`config.mk`:
```
export PLATFORM = sky130hd
export DESIGN_NAME = accum_seq
export DESIGN_NICKNAME = d
export VERILOG_FILES = /design/src/rtl/accum_pkg.sv /design/src/rtl/ripple_adder.sv /design/src/rtl/accum_seq.sv
export SDC_FILE = /design/constraint.sdc
export NUM_CORES = 1
export LEC_CHECK = 0
export BUFFER_PORTS_ARGS = -buffer_cell sky130_fd_sc_hd__buf_2
export CORE_AREA = 2 2 44 46
export CTS_BUF_LIST = sky130_fd_sc_hd__clkbuf_2
export CTS_CLUSTER_SIZE = 14
export DETAILED_ROUTE_END_ITERATION = 10
export DIE_AREA = 0 0 46 48
export GPL_ROUTABILITY_DRIVEN = 0
export PLACE_DENSITY = 0.73
export SLEW_MARGIN = 0
export SYNTH_ARGS = -nofsm -noshare
export SYNTH_HDL_FRONTEND = slang
export SYNTH_SLANG_ARGS = --single-unit
```
`constraint.sdc`:
```
create_clock -name clk -period 2.36 [get_ports clk]
set_input_delay 0.708 -clock clk [delete_from_list [all_inputs] [get_ports clk]]
set_output_delay 0.708 -clock clk [all_outputs]
set_load 0.1 [all_outputs]
```
`src/rtl/accum_pkg.sv`:
```
// Shared definitions for the accumulate-and-emit sequencer: FSM encoding and count width.
package accum_pkg;

  localparam int unsigned CntW = 4;

  typedef enum logic [1:0] {
    StIdle  = 2'd0,
    StAccum = 2'd1,
    StDone  = 2'd2
  } state_e;

endpackage

```
`src/rtl/ripple_adder.sv`:
```
// N-bit ripple-carry adder built from a chain of full-adder cells.
module ripple_adder #(
  parameter int unsigned N = 4
) (
  output logic         co,
  output logic [N-1:0] sum,
  input  logic [N-1:0] a0,
  input  logic [N-1:0] a1,
  input  logic         ci
);

  logic [N:0] carry;

  assign carry[0] = ci;

  for (genvar i = 0; i < N; i++) begin : g_fa
    assign sum[i]     = a0[i] ^ a1[i] ^ carry[i];
    assign carry[i+1] = (a0[i] & a1[i]) | (carry[i] & (a0[i] ^ a1[i]));
  end

  assign co = carry[N];

endmodule

```
`src/rtl/accum_seq.sv`:
```
// Accumulates LEN samples into one N-bit result with a carry-out flag, then holds it for handoff.
// Define ACC_SATURATE_EN to clamp the result to all-ones on carry instead of wrapping.
module accum_seq
  import accum_pkg::*;
#(
  parameter int unsigned N   = 4,
  parameter int unsigned LEN = 4
) (
  input  logic            clk,
  input  logic            rst_n,
  input  logic            in_valid,
  output logic            in_ready,
  input  logic [N-1:0]    in_data,
  input  logic            clr,
  output logic            out_valid,
  input  logic            out_ready,
  output logic [N-1:0]    acc,
  output logic            ovf,
  output logic [CntW-1:0] count
);

  localparam logic [CntW-1:0] LenC = CntW'(LEN);

  state_e          state_q, state_d;
  logic [N-1:0]    acc_q, acc_d;
  logic [CntW-1:0] cnt_q, cnt_d;
  logic            ovf_q, ovf_d;
  logic            live_q, live_d;

  logic            xfer;
  logic            add_co;
  logic [N-1:0]    add_sum;
  logic [N-1:0]    add_res;

  ripple_adder #(
    .N (N)
  ) u_adder (
    .co  (add_co),
    .sum (add_sum),
    .a0  (acc_q),
    .a1  (in_data),
    .ci  (1'b0)
  );

`ifdef ACC_SATURATE_EN
  // Once clamped, any further non-zero sample carries again, so the result stays all-ones.
  assign add_res = add_co ? {N{1'b1}} : add_sum;
`else
  assign add_res = add_sum;
`endif

  assign xfer   = in_valid & in_ready & ~clr;
  assign live_d = 1'b1;

  always_ff @(posedge clk or negedge rst_n) begin
    if (!rst_n) begin
      state_q <= StIdle;
    end else begin
      state_q <= state_d;
    end
  end

  always_comb begin
    state_d = state_q;
    if (clr) begin
      state_d = StIdle;
    end else begin
      unique case (state_q)
        StIdle:  if (xfer) state_d = (LEN == 1) ? StDone : StAccum;
        StAccum: if (xfer && (cnt_q + CntW'(1)) == LenC) state_d = StDone;
        StDone:  if (out_ready) state_d = StIdle;
        default: state_d = StIdle;
      endcase
    end
  end

  // live_q keeps in_ready low until the first edge with rst_n released.
  always_comb begin
    in_ready  = live_q & (state_q != StDone);
    out_valid = (state_q == StDone);
    acc       = acc_q;
    ovf       = ovf_q;
    count     = cnt_q;
  end

  always_comb begin
    acc_d = acc_q;
    cnt_d = cnt_q;
    ovf_d = ovf_q;
    if (clr) begin
      acc_d = '0;
      cnt_d = '0;
      ovf_d = 1'b0;
    end else if (xfer) begin
      if (state_q == StIdle) begin
        acc_d = in_data;
        cnt_d = CntW'(1);
        ovf_d = 1'b0;
      end else begin
        acc_d = add_res;
        cnt_d = cnt_q + CntW'(1);
        ovf_d = ovf_q | add_co;
      end
    end
  end

  always_ff @(posedge clk or negedge rst_n) begin
    if (!rst_n) begin
      acc_q  <= '0;
      cnt_q  <= '0;
      ovf_q  <= 1'b0;
      live_q <= 1'b0;
    end else begin
      acc_q  <= acc_d;
      cnt_q  <= cnt_d;
      ovf_q  <= ovf_d;
      live_q <= live_d;
    end
  end

endmodule
```
==> impl_metrics.xml, run 1 <==
<?xml version="1.0" encoding="UTF-8"?>
<metrics>
  <group name="drt">
    <metric name="first_iter_violations" unit="">25</metric>
    <metric name="drt_pre_antenna_iters" unit="">4</metric>
    <metric name="final_antenna_violating_net_count" unit="">0</metric>
    <metric name="wl" unit="mm">1.61</metric>
    <metric name="routedWlPerCell" unit="um">14.0</metric>
    <metric name="detail_route.drc_violations" unit="">0</metric>
    <metric name="detail_route.vias_per_cell" unit="">5.49</metric>
    <metric name="via_count" unit="">631</metric>
  </group>
  <group name="layout">
    <metric name="final_core_util" unit="%">55.6</metric>
    <metric name="drive_gt1_share" unit="%">40.8</metric>
    <metric name="finish.cell_count_without_fillers" unit="">115</metric>
    <metric name="final-seq-area" unit="sq um">305</metric>
    <metric name="layout-area-overhead-vs-synth" unit="%">18.5</metric>
    <metric name="nets" unit="">113</metric>
    <metric name="layout.cells.most_common" unit="">buf_2</metric>
    <metric name="nFillCells" unit="">166</metric>
    <metric name="insertedDiodeCount" unit="">0</metric>
    <metric name="mostFrequentLayoutCells" unit="">18 x buf_2, 10 x dfrtp_1, 8 x inv_1, 6 x a21oi_1, 4 x nand2_1</metric>
    <metric name="multi_input_area" unit="sq um">437</metric>
  </group>
  <group name="logic_synthesis">
    <metric name="synthXorXnorAreaFrac" unit="%">0</metric>
    <metric name="yosys_most_used_dff" unit="">dfrtp_1</metric>
    <metric name="postSynth.asyncResetShare" unit="%">100</metric>
    <metric name="synthesis.yosys.warnings" unit="">0</metric>
    <metric name="synth_adder_area_share" unit="%">10.7</metric>
    <metric name="yosys.cell_types.count" unit="">35</metric>
    <metric name="synth_top_family_by_area" unit="">compound AO/OA/AOI/OAI gates</metric>
    <metric name="synthesis.instances" unit="">77</metric>
    <metric name="synth_enable_flop_cells" unit="">0</metric>
    <metric name="mappedNetlistArea" unit="sq um">792</metric>
    <metric name="synthesis.area_per_instance" unit="sq um">10.3</metric>
    <metric name="synthMuxAreaShare" unit="%">0</metric>
    <metric name="yosys_register_bits" unit="">12</metric>
    <metric name="synth_seq_area_share" unit="%">37.9</metric>
    <metric name="mappedNetlistNets" unit="">91</metric>
    <metric name="synth_simple_gate_area_share" unit="%">20.5</metric>
    <metric name="synth_compound_gate_area_share" unit="%">21.2</metric>
  </group>
  <group name="grt">
    <metric name="grt_pass1_vias" unit="">534</metric>
    <metric name="grt_overflow_total" unit="">0</metric>
    <metric name="global_routing_usage_summed_across_all_routing_layers" unit="%">16.6</metric>
    <metric name="initial_antenna_violation_count" unit="">0</metric>
    <metric name="grt_pass1_wl" unit="mm">2.49</metric>
    <metric name="grt_start_max_net_pins" unit="">13</metric>
  </group>
  <group name="placement">
    <metric name="placement_setup_slack" unit="ns">-0.350</metric>
    <metric name="hpwl" unit="mm">1.23</metric>
    <metric name="port_buffers" unit="">19</metric>
    <metric name="place.detailed.instances" unit="">111</metric>
  </group>
  <group name="sta">
    <metric name="final.setup.tns" unit="ns">0</metric>
    <metric name="finalHoldViolCount" unit="">0</metric>
    <metric name="max_clock_freq" unit="MHz">424</metric>
    <metric name="final-setup-viol-count" unit="">0</metric>
    <metric name="fin_crit" unit="ns">2.36</metric>
    <metric name="skew" unit="ns">0.0176</metric>
    <metric name="maxSlewViolCount" unit="">0</metric>
    <metric name="final.period_utilization" unit="%">99.8</metric>
    <metric name="setup_repair_after_global_routing_missed_its_margin" unit="">yes</metric>
    <metric name="timing.final.ws_setup" unit="ns">0.00393</metric>
  </group>
  <group name="status">
    <metric name="status" unit="">completed</metric>
  </group>
  <group name="min_path">
    <metric name="worstHoldPathType" unit="">in2async</metric>
  </group>
  <group name="cts">
    <metric name="cts_setup_buffers" unit="">0</metric>
    <metric name="tritoncts_num_sinks" unit="">12</metric>
    <metric name="worst_skew_pair.late_latency" unit="ns">0.27</metric>
    <metric name="postCtsHoldBufs" unit="">0</metric>
    <metric name="cts.clk_slew.worst_paths" unit="ns">0.13</metric>
    <metric name="bufs_on_longest_clock_path" unit="">2</metric>
    <metric name="cts_root_buf" unit="">clkbuf_2</metric>
    <metric name="tritoncts" unit="">built</metric>
    <metric name="clock_tree.htree_level_count" unit="">1</metric>
    <metric name="tritoncts.num_buffers" unit="">3</metric>
  </group>
  <group name="power_and_ir_drop">
    <metric name="static-leakage-power" unit="nW">0.432</metric>
    <metric name="power.total" unit="mW">0.450</metric>
    <metric name="power.density" unit="nW/um^2">480</metric>
    <metric name="vdd_ir_drop_max" unit="mV">0.251</metric>
  </group>
  <group name="worst_setup_path">
    <metric name="worst-path-max-fanout" unit="">2</metric>
    <metric name="r2r_cells" unit="">7</metric>
    <metric name="setup.worst_path.end_class" unit="">flop</metric>
    <metric name="critical_path.reg2reg.endpoint" unit="">acc[3]</metric>
    <metric name="critPathRequiredTime" unit="ns">2.52</metric>
    <metric name="cp_data_arrival_time" unit="ns">2.52</metric>
    <metric name="reg2reg_from" unit="">acc[0]</metric>
    <metric name="worst-setup-path-type" unit="">in2reg</metric>
    <metric name="r2r_slack" unit="ns">0.07</metric>
    <metric name="start_kind" unit="">input port</metric>
  </group>
  <group name="die">
    <metric name="rows" unit="">15</metric>
    <metric name="core_area" unit="sq um">1690</metric>
    <metric name="area_of_the_die" unit="sq um">2210</metric>
    <metric name="initial_core_utilization" unit="%">46.9</metric>
    <metric name="dieHeight" unit="um">48</metric>
    <metric name="die_width" unit="um">46</metric>
    <metric name="io_pins" unit="">20</metric>
  </group>
  <group name="run">
    <metric name="maximum_capacitance_violations" unit="">0</metric>
  </group>
</metrics>
critical path, cell delays in order:
cell      delay [ns]
buf_6           0.08
ha_4            0.11
inv_2           0.03
fa_2            0.34
fa_2            0.34
fa_1            0.42
or2_0           0.23
a311oi_1        0.26
Yosys cell counts, types with 3 or more instances:
cell type,count,share of area (%)
a21oi_1,6,3.8
a311oi_1,3,3.3
dfrtp_1,12,38
fa_1,3,7.6
inv_1,9,4.3
nand2_1,4,1.9
nand3_1,3,1.9
layer usage:
| layer | up-vias | part of all wire (%) | wire (um) | GRT usage, % |
|---|---|---|---|---|
| met3 | 2 | 4.5 | 72 | 4.53 |
| met1 | 301 | 50 | 811 | 23.1 |
| met4 | 0 | 0.37 | 6 | 6.86 |
| li1 | 308 | - | - | - |
| met5 | - | 0 | 0 | 0 |
| met2 | 20 | 45 | 718 | 24.4 |
registers in the layout, indices dropped and copies added (netlist names):
signal	cells
acc	4
count	4
state_q	2
live_q	1
ovf	1
cells by family (layout without fill, tap and decap cells):
kind of cell               after synthesis  after routing
AOI/OAI and AO/OA                       22             22
adders and majority gates                5              5
buffers and inverters                   14             35
DFF                                     12             12
other                                    1              1
and+or+nand+nor                         23             23
area by class of cell:
class	instances	share of cell area [%]
multi-input cells	51	46.5
well taps	17	2.27
clock buffers	3	1.60
inverters	10	4.27
flip-flops and latches	12	32.5
repair buffers	21	12.4
clock inverters	1	0.400
through the flow:
stage	hold WS [ns]	area [sq um]
3_3_place_gp	0.527	901
3_5_place_dp	0.535	901
2_1_floorplan	0.412	802
4_1_cts	0.296	938
6_report	0.293	938
5_1_grt	0.267	938
worst max path at each step:
stage               cells past startpoint      to        from
global placement                        8  acc[3]  in_data[0]
floorplan                               7  acc[3]  in_data[0]
global route                            7  acc[3]      acc[0]
finish                                  8  acc[3]  in_data[0]
detailed placement                      8  acc[3]  in_data[0]
CTS                                     8  acc[3]  in_data[0]
power by group:
part	switching (mW)	leakage (nW)	internal [mW]
sequential	0.00710	0.158	0.214
combinational	0.0892	0.260	0.0334
clock	0.0696	0.0140	0.0368
total	0.166	0.432	0.284
timing repair:
item,4_1_cts,5_1_grt
pin swaps,5,4
gates resized for setup,4,0
gates cloned,0,0
setup endpoints to repair,1,1
hold endpoints to repair,0,0
(Power assumes the default switching activity.)
==> inputs of run 2 (changes only) <==
--- a/config.mk
+++ b/config.mk
@@ -6,13 +6,13 @@
 export NUM_CORES = 1
 export LEC_CHECK = 0
 export BUFFER_PORTS_ARGS = -buffer_cell sky130_fd_sc_hd__buf_2
-export CORE_AREA = 2 2 44 46
+export CORE_AREA = 2 2 45 47
 export CTS_BUF_LIST = sky130_fd_sc_hd__clkbuf_2
 export CTS_CLUSTER_SIZE = 14
 export DETAILED_ROUTE_END_ITERATION = 10
-export DIE_AREA = 0 0 46 48
+export DIE_AREA = 0 0 47 49
 export GPL_ROUTABILITY_DRIVEN = 0
-export PLACE_DENSITY = 0.73
+export PLACE_DENSITY = 0.71
 export SLEW_MARGIN = 0
 export SYNTH_ARGS = -nofsm -noshare
 export SYNTH_HDL_FRONTEND = slang
==> constraint.sdc (replaced) <==
create_clock -name clk -period 2.36 [get_ports clk]
set_input_delay 0.708 -clock clk [delete_from_list [all_inputs] [get_ports clk]]
set_output_delay 0.708 -clock clk [all_outputs]
set_load 0.02 [all_outputs]
==> impl_metrics.xml, run 2 (synthesized netlist as in run 1, its figures left out) <==
<?xml version="1.0" encoding="UTF-8"?>
<metrics>
  <group name="sta">
    <metric name="finalHoldViolCount" unit="">0</metric>
    <metric name="final.period_utilization" unit="%">98.1</metric>
    <metric name="maxSlewViolCount" unit="">0</metric>
    <metric name="final-setup-viol-count" unit="">0</metric>
    <metric name="final.setup.tns" unit="ns">0</metric>
    <metric name="skew" unit="ns">0.00863</metric>
    <metric name="fin_crit" unit="ns">2.32</metric>
    <metric name="setup_repair_after_global_routing_missed_its_margin" unit="">yes</metric>
    <metric name="max_clock_freq" unit="MHz">432</metric>
  </group>
  <group name="layout">
    <metric name="layout-area-overhead-vs-synth" unit="%">19.4</metric>
    <metric name="mostFrequentLayoutCells" unit="">18 x buf_2, 12 x dfrtp_1, 8 x inv_1, 6 x a21oi_1, 4 x nand2_1</metric>
    <metric name="drive_gt1_share" unit="%">39.2</metric>
    <metric name="finish.cell_count_without_fillers" unit="">124</metric>
    <metric name="nFillCells" unit="">177</metric>
    <metric name="nets" unit="">113</metric>
    <metric name="insertedDiodeCount" unit="">0</metric>
    <metric name="layout.cells.most_common" unit="">buf_2</metric>
  </group>
  <group name="worst_setup_path">
    <metric name="worst-setup-path-type" unit="">in2reg</metric>
    <metric name="cpMostUsedCell" unit="">fa_2</metric>
    <metric name="setup.worst_path.end_class" unit="">flop</metric>
    <metric name="worst-path-max-fanout" unit="">2</metric>
    <metric name="critPathTopFamily" unit="">adder cells</metric>
    <metric name="cp_data_arrival_time" unit="ns">2.50</metric>
    <metric name="crit_path_top_delay_cell" unit="">fa_1</metric>
    <metric name="r2r_slack" unit="ns">0.09</metric>
    <metric name="worst-path-buf-inv" unit="">2</metric>
    <metric name="crit_path_max_incr_delay" unit="ns">0.43</metric>
    <metric name="start_kind" unit="">input port</metric>
    <metric name="cp_cell_sequence" unit="">buf_8, ha_4, inv_2, fa_2, fa_2, fa_1, or2_0, a311oi_1</metric>
    <metric name="critPathRequiredTime" unit="ns">2.54</metric>
  </group>
  <group name="die">
    <metric name="core_area" unit="sq um">1840</metric>
    <metric name="initial_core_utilization" unit="%">43.0</metric>
    <metric name="rows" unit="">16</metric>
    <metric name="die_width" unit="um">47</metric>
    <metric name="dieHeight" unit="um">49</metric>
    <metric name="area_of_the_die" unit="sq um">2300</metric>
    <metric name="io_pins" unit="">20</metric>
  </group>
  <group name="cts">
    <metric name="clock_tree.htree_level_count" unit="">1</metric>
    <metric name="bufs_on_longest_clock_path" unit="">2</metric>
    <metric name="postCtsHoldBufs" unit="">0</metric>
    <metric name="tritoncts_num_sinks" unit="">12</metric>
    <metric name="worst_skew_pair.late_latency" unit="ns">0.27</metric>
    <metric name="tritoncts.num_buffers" unit="">3</metric>
    <metric name="cts.clk_slew.worst_paths" unit="ns">0.12</metric>
    <metric name="tritoncts" unit="">built</metric>
    <metric name="cts_root_buf" unit="">clkbuf_2</metric>
  </group>
  <group name="status">
    <metric name="status" unit="">completed</metric>
  </group>
  <group name="drt">
    <metric name="via_count" unit="">633</metric>
    <metric name="detailroute.wirelength.met3" unit="um">116</metric>
    <metric name="first_iter_violations" unit="">19</metric>
    <metric name="detail_route.drc_violations" unit="">0</metric>
    <metric name="routedWlPerCell" unit="um">13.2</metric>
    <metric name="m1WireLength" unit="um">717</metric>
    <metric name="wl_met2" unit="um">798</metric>
    <metric name="dr.max_layer_used" unit="">met4</metric>
    <metric name="drt_pre_antenna_iters" unit="">4</metric>
    <metric name="wl" unit="mm">1.64</metric>
    <metric name="final_antenna_violating_net_count" unit="">0</metric>
    <metric name="detail_route.vias_per_cell" unit="">5.10</metric>
  </group>
  <group name="placement">
    <metric name="hpwl" unit="mm">1.18</metric>
    <metric name="port_buffers" unit="">19</metric>
    <metric name="place.detailed.instances" unit="">120</metric>
  </group>
  <group name="grt">
    <metric name="grt_pass1_wl" unit="mm">2.84</metric>
    <metric name="initial_antenna_violation_count" unit="">0</metric>
    <metric name="grt_pass1_vias" unit="">670</metric>
    <metric name="global_routing_usage_summed_across_all_routing_layers" unit="%">17.1</metric>
    <metric name="grt_overflow_total" unit="">0</metric>
    <metric name="grt_start_max_net_pins" unit="">13</metric>
  </group>
  <group name="power_and_ir_drop">
    <metric name="vdd_ir_drop_max" unit="mV">0.249</metric>
    <metric name="power.total" unit="mW">0.406</metric>
    <metric name="power.density" unit="nW/um^2">430</metric>
    <metric name="static-leakage-power" unit="nW">0.434</metric>
  </group>
  <group name="run">
    <metric name="maximum_capacitance_violations" unit="">0</metric>
  </group>
  <group name="min_path">
    <metric name="worstHoldPathType" unit="">in2async</metric>
  </group>
</metrics>
-- run 2: cell count changes in the layout (fill, tap and decap cells not counted) --
| cell | delta |
|---|---|
| buf_8 | +1 |
| dfrtp_4 | -1 |
| clkinv_1 | -1 |
| dfrtp_1 | +2 |
| dfrtp_2 | -1 |
| buf_6 | -1 |
-- run 2: through the flow --
stage               setup slack, ns  cell area [sq um]  util (%)  hold WS, ns
floorplan                    -0.127                797         -        0.412
detailed placement           -0.367                901      48.9        0.529
global placement             -0.257                901      48.9        0.523
CTS                         -0.0281                946      51.4        0.299
global route                -0.0383                946      51.4        0.290
finish                       0.0441                946      51.4        0.295
-- run 2: where the power goes --
group / internal (mW) / leakage, nW / switching, mW
clock: 0.0347 / 0.0125 / 0.0670
combinational: 0.0349 / 0.261 / 0.0470
sequential: 0.213 / 0.161 / 0.00981
-- run 2: path summary, 6_finish.rpt --
kind                                  from  endpoint  cells past startpoint
max in group asynchronous            rst_n       ovf                      1
worst min-delay path                 rst_n    acc[2]                      1
worst max register to register      acc[0]    acc[3]                      7
min in group clk                  count[2]  count[2]                      1
worst max-delay path            in_data[0]    acc[3]                      8
worst min register to register    count[2]  count[2]                      1
-- run 2: layout make-up --
cell class	instances	area, sq um	area share (%)
clock buffers	3	15.0	1.59
flip-flops and latches	12	300	31.7
well taps	27	33.8	3.57
inverters	10	40.0	4.23
multi-input cells	51	437	46.2
repair buffers	21	120	12.7
-- run 2: repair_timing --
| action | in CTS | in global routing |
|---|---|---|
| pin swaps | 6 | 5 |
| resized for setup | 6 | 0 |
| setup buffers | 1 | 0 |
| endpoints found under the setup margin | 1 | 1 |
-- run 2: routing by layer --
metal  up-vias  global-route usage, %
li1        310                      -
met1       299                   22.6
met2        22                   27.2
met3         2                   5.56
met4         0                   2.78
met5         -                      0
==> inputs of run 3 (changes only) <==
--- a/config.mk
+++ b/config.mk
@@ -5,14 +5,15 @@
 export SDC_FILE = /design/constraint.sdc
 export NUM_CORES = 1
 export LEC_CHECK = 0
+export ABC_AREA = 1
 export BUFFER_PORTS_ARGS = -buffer_cell sky130_fd_sc_hd__buf_2
-export CORE_AREA = 2 2 45 47
+export CORE_AREA = 2 2 44 46
 export CTS_BUF_LIST = sky130_fd_sc_hd__clkbuf_2
 export CTS_CLUSTER_SIZE = 14
 export DETAILED_ROUTE_END_ITERATION = 10
-export DIE_AREA = 0 0 47 49
+export DIE_AREA = 0 0 46 48
 export GPL_ROUTABILITY_DRIVEN = 0
-export PLACE_DENSITY = 0.71
+export PLACE_DENSITY = 0.7
 export SLEW_MARGIN = 0
 export SYNTH_ARGS = -nofsm -noshare
 export SYNTH_HDL_FRONTEND = slang
==> impl_metrics.xml, run 3 <==
<?xml version="1.0" encoding="UTF-8"?>
<metrics>
  <group name="drt">
    <metric name="via_count" unit="">648</metric>
    <metric name="drt_pre_antenna_iters" unit="">4</metric>
    <metric name="final_antenna_violating_net_count" unit="">0</metric>
    <metric name="routedWlPerCell" unit="um">10.8</metric>
    <metric name="detail_route.drc_violations" unit="">0</metric>
    <metric name="detail_route.vias_per_cell" unit="">5.02</metric>
    <metric name="first_iter_violations" unit="">10</metric>
    <metric name="wl" unit="mm">1.39</metric>
  </group>
  <group name="power_and_ir_drop">
    <metric name="static-leakage-power" unit="nW">0.481</metric>
    <metric name="power.total" unit="mW">0.597</metric>
    <metric name="vdd_ir_drop_max" unit="mV">0.326</metric>
    <metric name="power.density" unit="nW/um^2">680</metric>
  </group>
  <group name="grt">
    <metric name="grt_pass1_vias" unit="">603</metric>
    <metric name="grt_start_max_net_pins" unit="">13</metric>
    <metric name="grt_pass1_wl" unit="mm">2.39</metric>
    <metric name="grt_overflow_total" unit="">0</metric>
    <metric name="initial_antenna_violation_count" unit="">0</metric>
    <metric name="global_routing_usage_summed_across_all_routing_layers" unit="%">15.8</metric>
  </group>
  <group name="min_path">
    <metric name="worstHoldPathType" unit="">in2async</metric>
  </group>
  <group name="die">
    <metric name="initial_core_utilization" unit="%">43.9</metric>
    <metric name="rows" unit="">15</metric>
    <metric name="dieHeight" unit="um">48</metric>
    <metric name="core_area" unit="sq um">1690</metric>
    <metric name="area_of_the_die" unit="sq um">2210</metric>
    <metric name="die_width" unit="um">46</metric>
    <metric name="io_pins" unit="">20</metric>
  </group>
  <group name="placement">
    <metric name="place.detailed.instances" unit="">125</metric>
    <metric name="hpwl" unit="mm">1.12</metric>
    <metric name="port_buffers" unit="">19</metric>
    <metric name="placement_setup_slack" unit="ns">-0.188</metric>
  </group>
  <group name="sta">
    <metric name="maxSlewViolCount" unit="">0</metric>
    <metric name="final-setup-viol-count" unit="">0</metric>
    <metric name="skew" unit="ns">0.0133</metric>
    <metric name="final.setup.tns" unit="ns">0</metric>
    <metric name="finalHoldViolCount" unit="">0</metric>
    <metric name="final.period_utilization" unit="%">95.2</metric>
    <metric name="timing.final.ws_setup" unit="ns">0.113</metric>
    <metric name="max_clock_freq" unit="MHz">445</metric>
    <metric name="setup_repair_after_global_routing_missed_its_margin" unit="">no</metric>
    <metric name="fin_crit" unit="ns">2.25</metric>
  </group>
  <group name="logic_synthesis">
    <metric name="postSynth.asyncResetShare" unit="%">100</metric>
    <metric name="synthesis.yosys.warnings" unit="">0</metric>
    <metric name="synth_seq_area_share" unit="%">40.5</metric>
    <metric name="netlist.top_cell.by_area" unit="">dfrtp_1</metric>
    <metric name="synthesis.instances" unit="">89</metric>
    <metric name="yosys.area.top_type_share" unit="%">40.5</metric>
    <metric name="synth_enable_flop_cells" unit="">0</metric>
    <metric name="cell_types_with_the_highest_counts_after_synthesis" unit="">18 x inv_1, 18 x nand2_1, 12 x dfrtp_1, 10 x o21ai_0, 7 x nand3_1</metric>
    <metric name="synthesis.area_per_instance" unit="sq um">8.32</metric>
    <metric name="yosys.cell_types.count" unit="">19</metric>
    <metric name="yosys_register_bits" unit="">12</metric>
    <metric name="mappedNetlistNets" unit="">103</metric>
    <metric name="ys_top_cells_by_area" unit="">dfrtp_1 41%, inv_1 9.1%, nand2_1 9.1%, fa_1 8.1%, o21ai_0 6.8%</metric>
    <metric name="yosys_most_used_dff" unit="">dfrtp_1</metric>
    <metric name="mappedNetlistArea" unit="sq um">741</metric>
  </group>
  <group name="worst_setup_path">
    <metric name="worst-setup-path-type" unit="">in2reg</metric>
    <metric name="crit_path_top_delay_cell" unit="">fa_1</metric>
    <metric name="critPathRequiredTime" unit="ns">2.56</metric>
    <metric name="start_kind" unit="">input port</metric>
    <metric name="worst-path-max-fanout" unit="">2</metric>
    <metric name="cp_cell_sequence" unit="">buf_2, ha_1, inv_1, fa_1, fa_2, fa_1, o21ai_0, nand2_1, o21ai_0</metric>
    <metric name="crit_path_max_incr_delay" unit="ns">0.43</metric>
    <metric name="setup.worst_path.end_class" unit="">flop</metric>
    <metric name="cp_data_arrival_time" unit="ns">2.45</metric>
  </group>
  <group name="run">
    <metric name="maximum_capacitance_violations" unit="">0</metric>
  </group>
  <group name="layout">
    <metric name="drive_gt1_share" unit="%">28.6</metric>
    <metric name="mostFrequentLayoutCells" unit="">19 x buf_2, 18 x inv_1, 18 x nand2_1, 12 x dfrtp_1, 10 x o21ai_0</metric>
    <metric name="layout.cells.most_common" unit="">buf_2</metric>
    <metric name="nets" unit="">127</metric>
    <metric name="layout-area-overhead-vs-synth" unit="%">18.6</metric>
    <metric name="nFillCells" unit="">177</metric>
    <metric name="final_core_util" unit="%">52.0</metric>
    <metric name="insertedDiodeCount" unit="">0</metric>
    <metric name="finish.cell_count_without_fillers" unit="">129</metric>
  </group>
  <group name="cts">
    <metric name="tritoncts" unit="">built</metric>
    <metric name="worst_skew_pair.late_latency" unit="ns">0.27</metric>
    <metric name="clock_tree.htree_level_count" unit="">1</metric>
    <metric name="cts_setup_buffers" unit="">0</metric>
    <metric name="tritoncts.num_buffers" unit="">3</metric>
    <metric name="postCtsHoldBufs" unit="">0</metric>
    <metric name="postCtsResizedCells" unit="">0</metric>
    <metric name="tritoncts_num_sinks" unit="">12</metric>
    <metric name="bufs_on_longest_clock_path" unit="">2</metric>
    <metric name="cts_root_buf" unit="">clkbuf_2</metric>
    <metric name="cts.clk_slew.worst_paths" unit="ns">0.13</metric>
  </group>
  <group name="status">
    <metric name="status" unit="">completed</metric>
  </group>
</metrics>
==> run 3: report_power, final <==
| group | internal [mW] | total [mW] | switching, mW |
|---|---|---|---|
| clock network | 0.0368 | 0.106 | 0.0696 |
| logic | 0.0799 | 0.240 | 0.160 |
| registers | 0.232 | 0.251 | 0.0188 |
==> run 3: cells by family (layout without fill, tap and decap cells) <==
family	Yosys count	count (layout)	synth area share, %
other	1	1	0.506
adder cells (fa/ha/maj)	5	5	11.5
flip-flops	12	12	40.5
buffers and inverters	20	43	10.1
AND/OR/NAND/NOR	38	38	27.2
AO/OA/AOI/OAI	13	13	10.1
==> run 3: worst paths after layout <==
kind                                  from  slack, ns     end  depth (start not counted)
worst max-delay path            in_data[0]       0.11  acc[3]                          9
worst min-delay path                 rst_n       0.29  acc[3]                          1
worst max register to register      acc[0]       0.22  acc[3]                          8
worst min register to register      acc[0]       0.59  acc[0]                          2
max in group asynchronous            rst_n       1.84  live_q                          1
min in group clk                    acc[0]       0.59  acc[0]                          2
==> run 3: critical path: cells and delay by family <==
kind / cells / cell delay (ns)
and+or+nand+nor: 1 / 0.07
adders and majority gates: 4 / 1.30
buffers and inverters: 2 / 0.12
AOI/OAI and AO/OA: 2 / 0.24
==> run 3: stage by stage <==
step	area [sq um]	hold slack, ns
3_5_place_dp	860	0.554
3_3_place_gp	860	0.529
5_1_grt	878	0.276
4_1_cts	878	0.282
2_1_floorplan	743	0.412
6_report	878	0.287
==> run 3: layout make-up <==
| type | count | area [sq um] | area share, % |
|---|---|---|---|
| Inverter | 20 | 75.1 | 8.55 |
| Clock buffer | 3 | 15.0 | 1.71 |
| Timing Repair Buffer | 19 | 95.1 | 10.8 |
| Clock inverter | 1 | 3.75 | 0.427 |
| Sequential cell | 12 | 300 | 34.2 |
| Multi-Input combinational cell | 57 | 368 | 41.9 |
| Tap cell | 17 | 21.3 | 2.42 |
==> run 3: layer usage <==
| layer | routed length, um | up-vias | track usage, % |
|---|---|---|---|
| li1 | - | 326 | - |
| met1 | 604 | 301 | 19.8 |
| met2 | 689 | 19 | 24.7 |
| met3 | 87 | 2 | 5.66 |
| met4 | 9 | 0 | 6.29 |
| met5 | 0 | - | 0 |
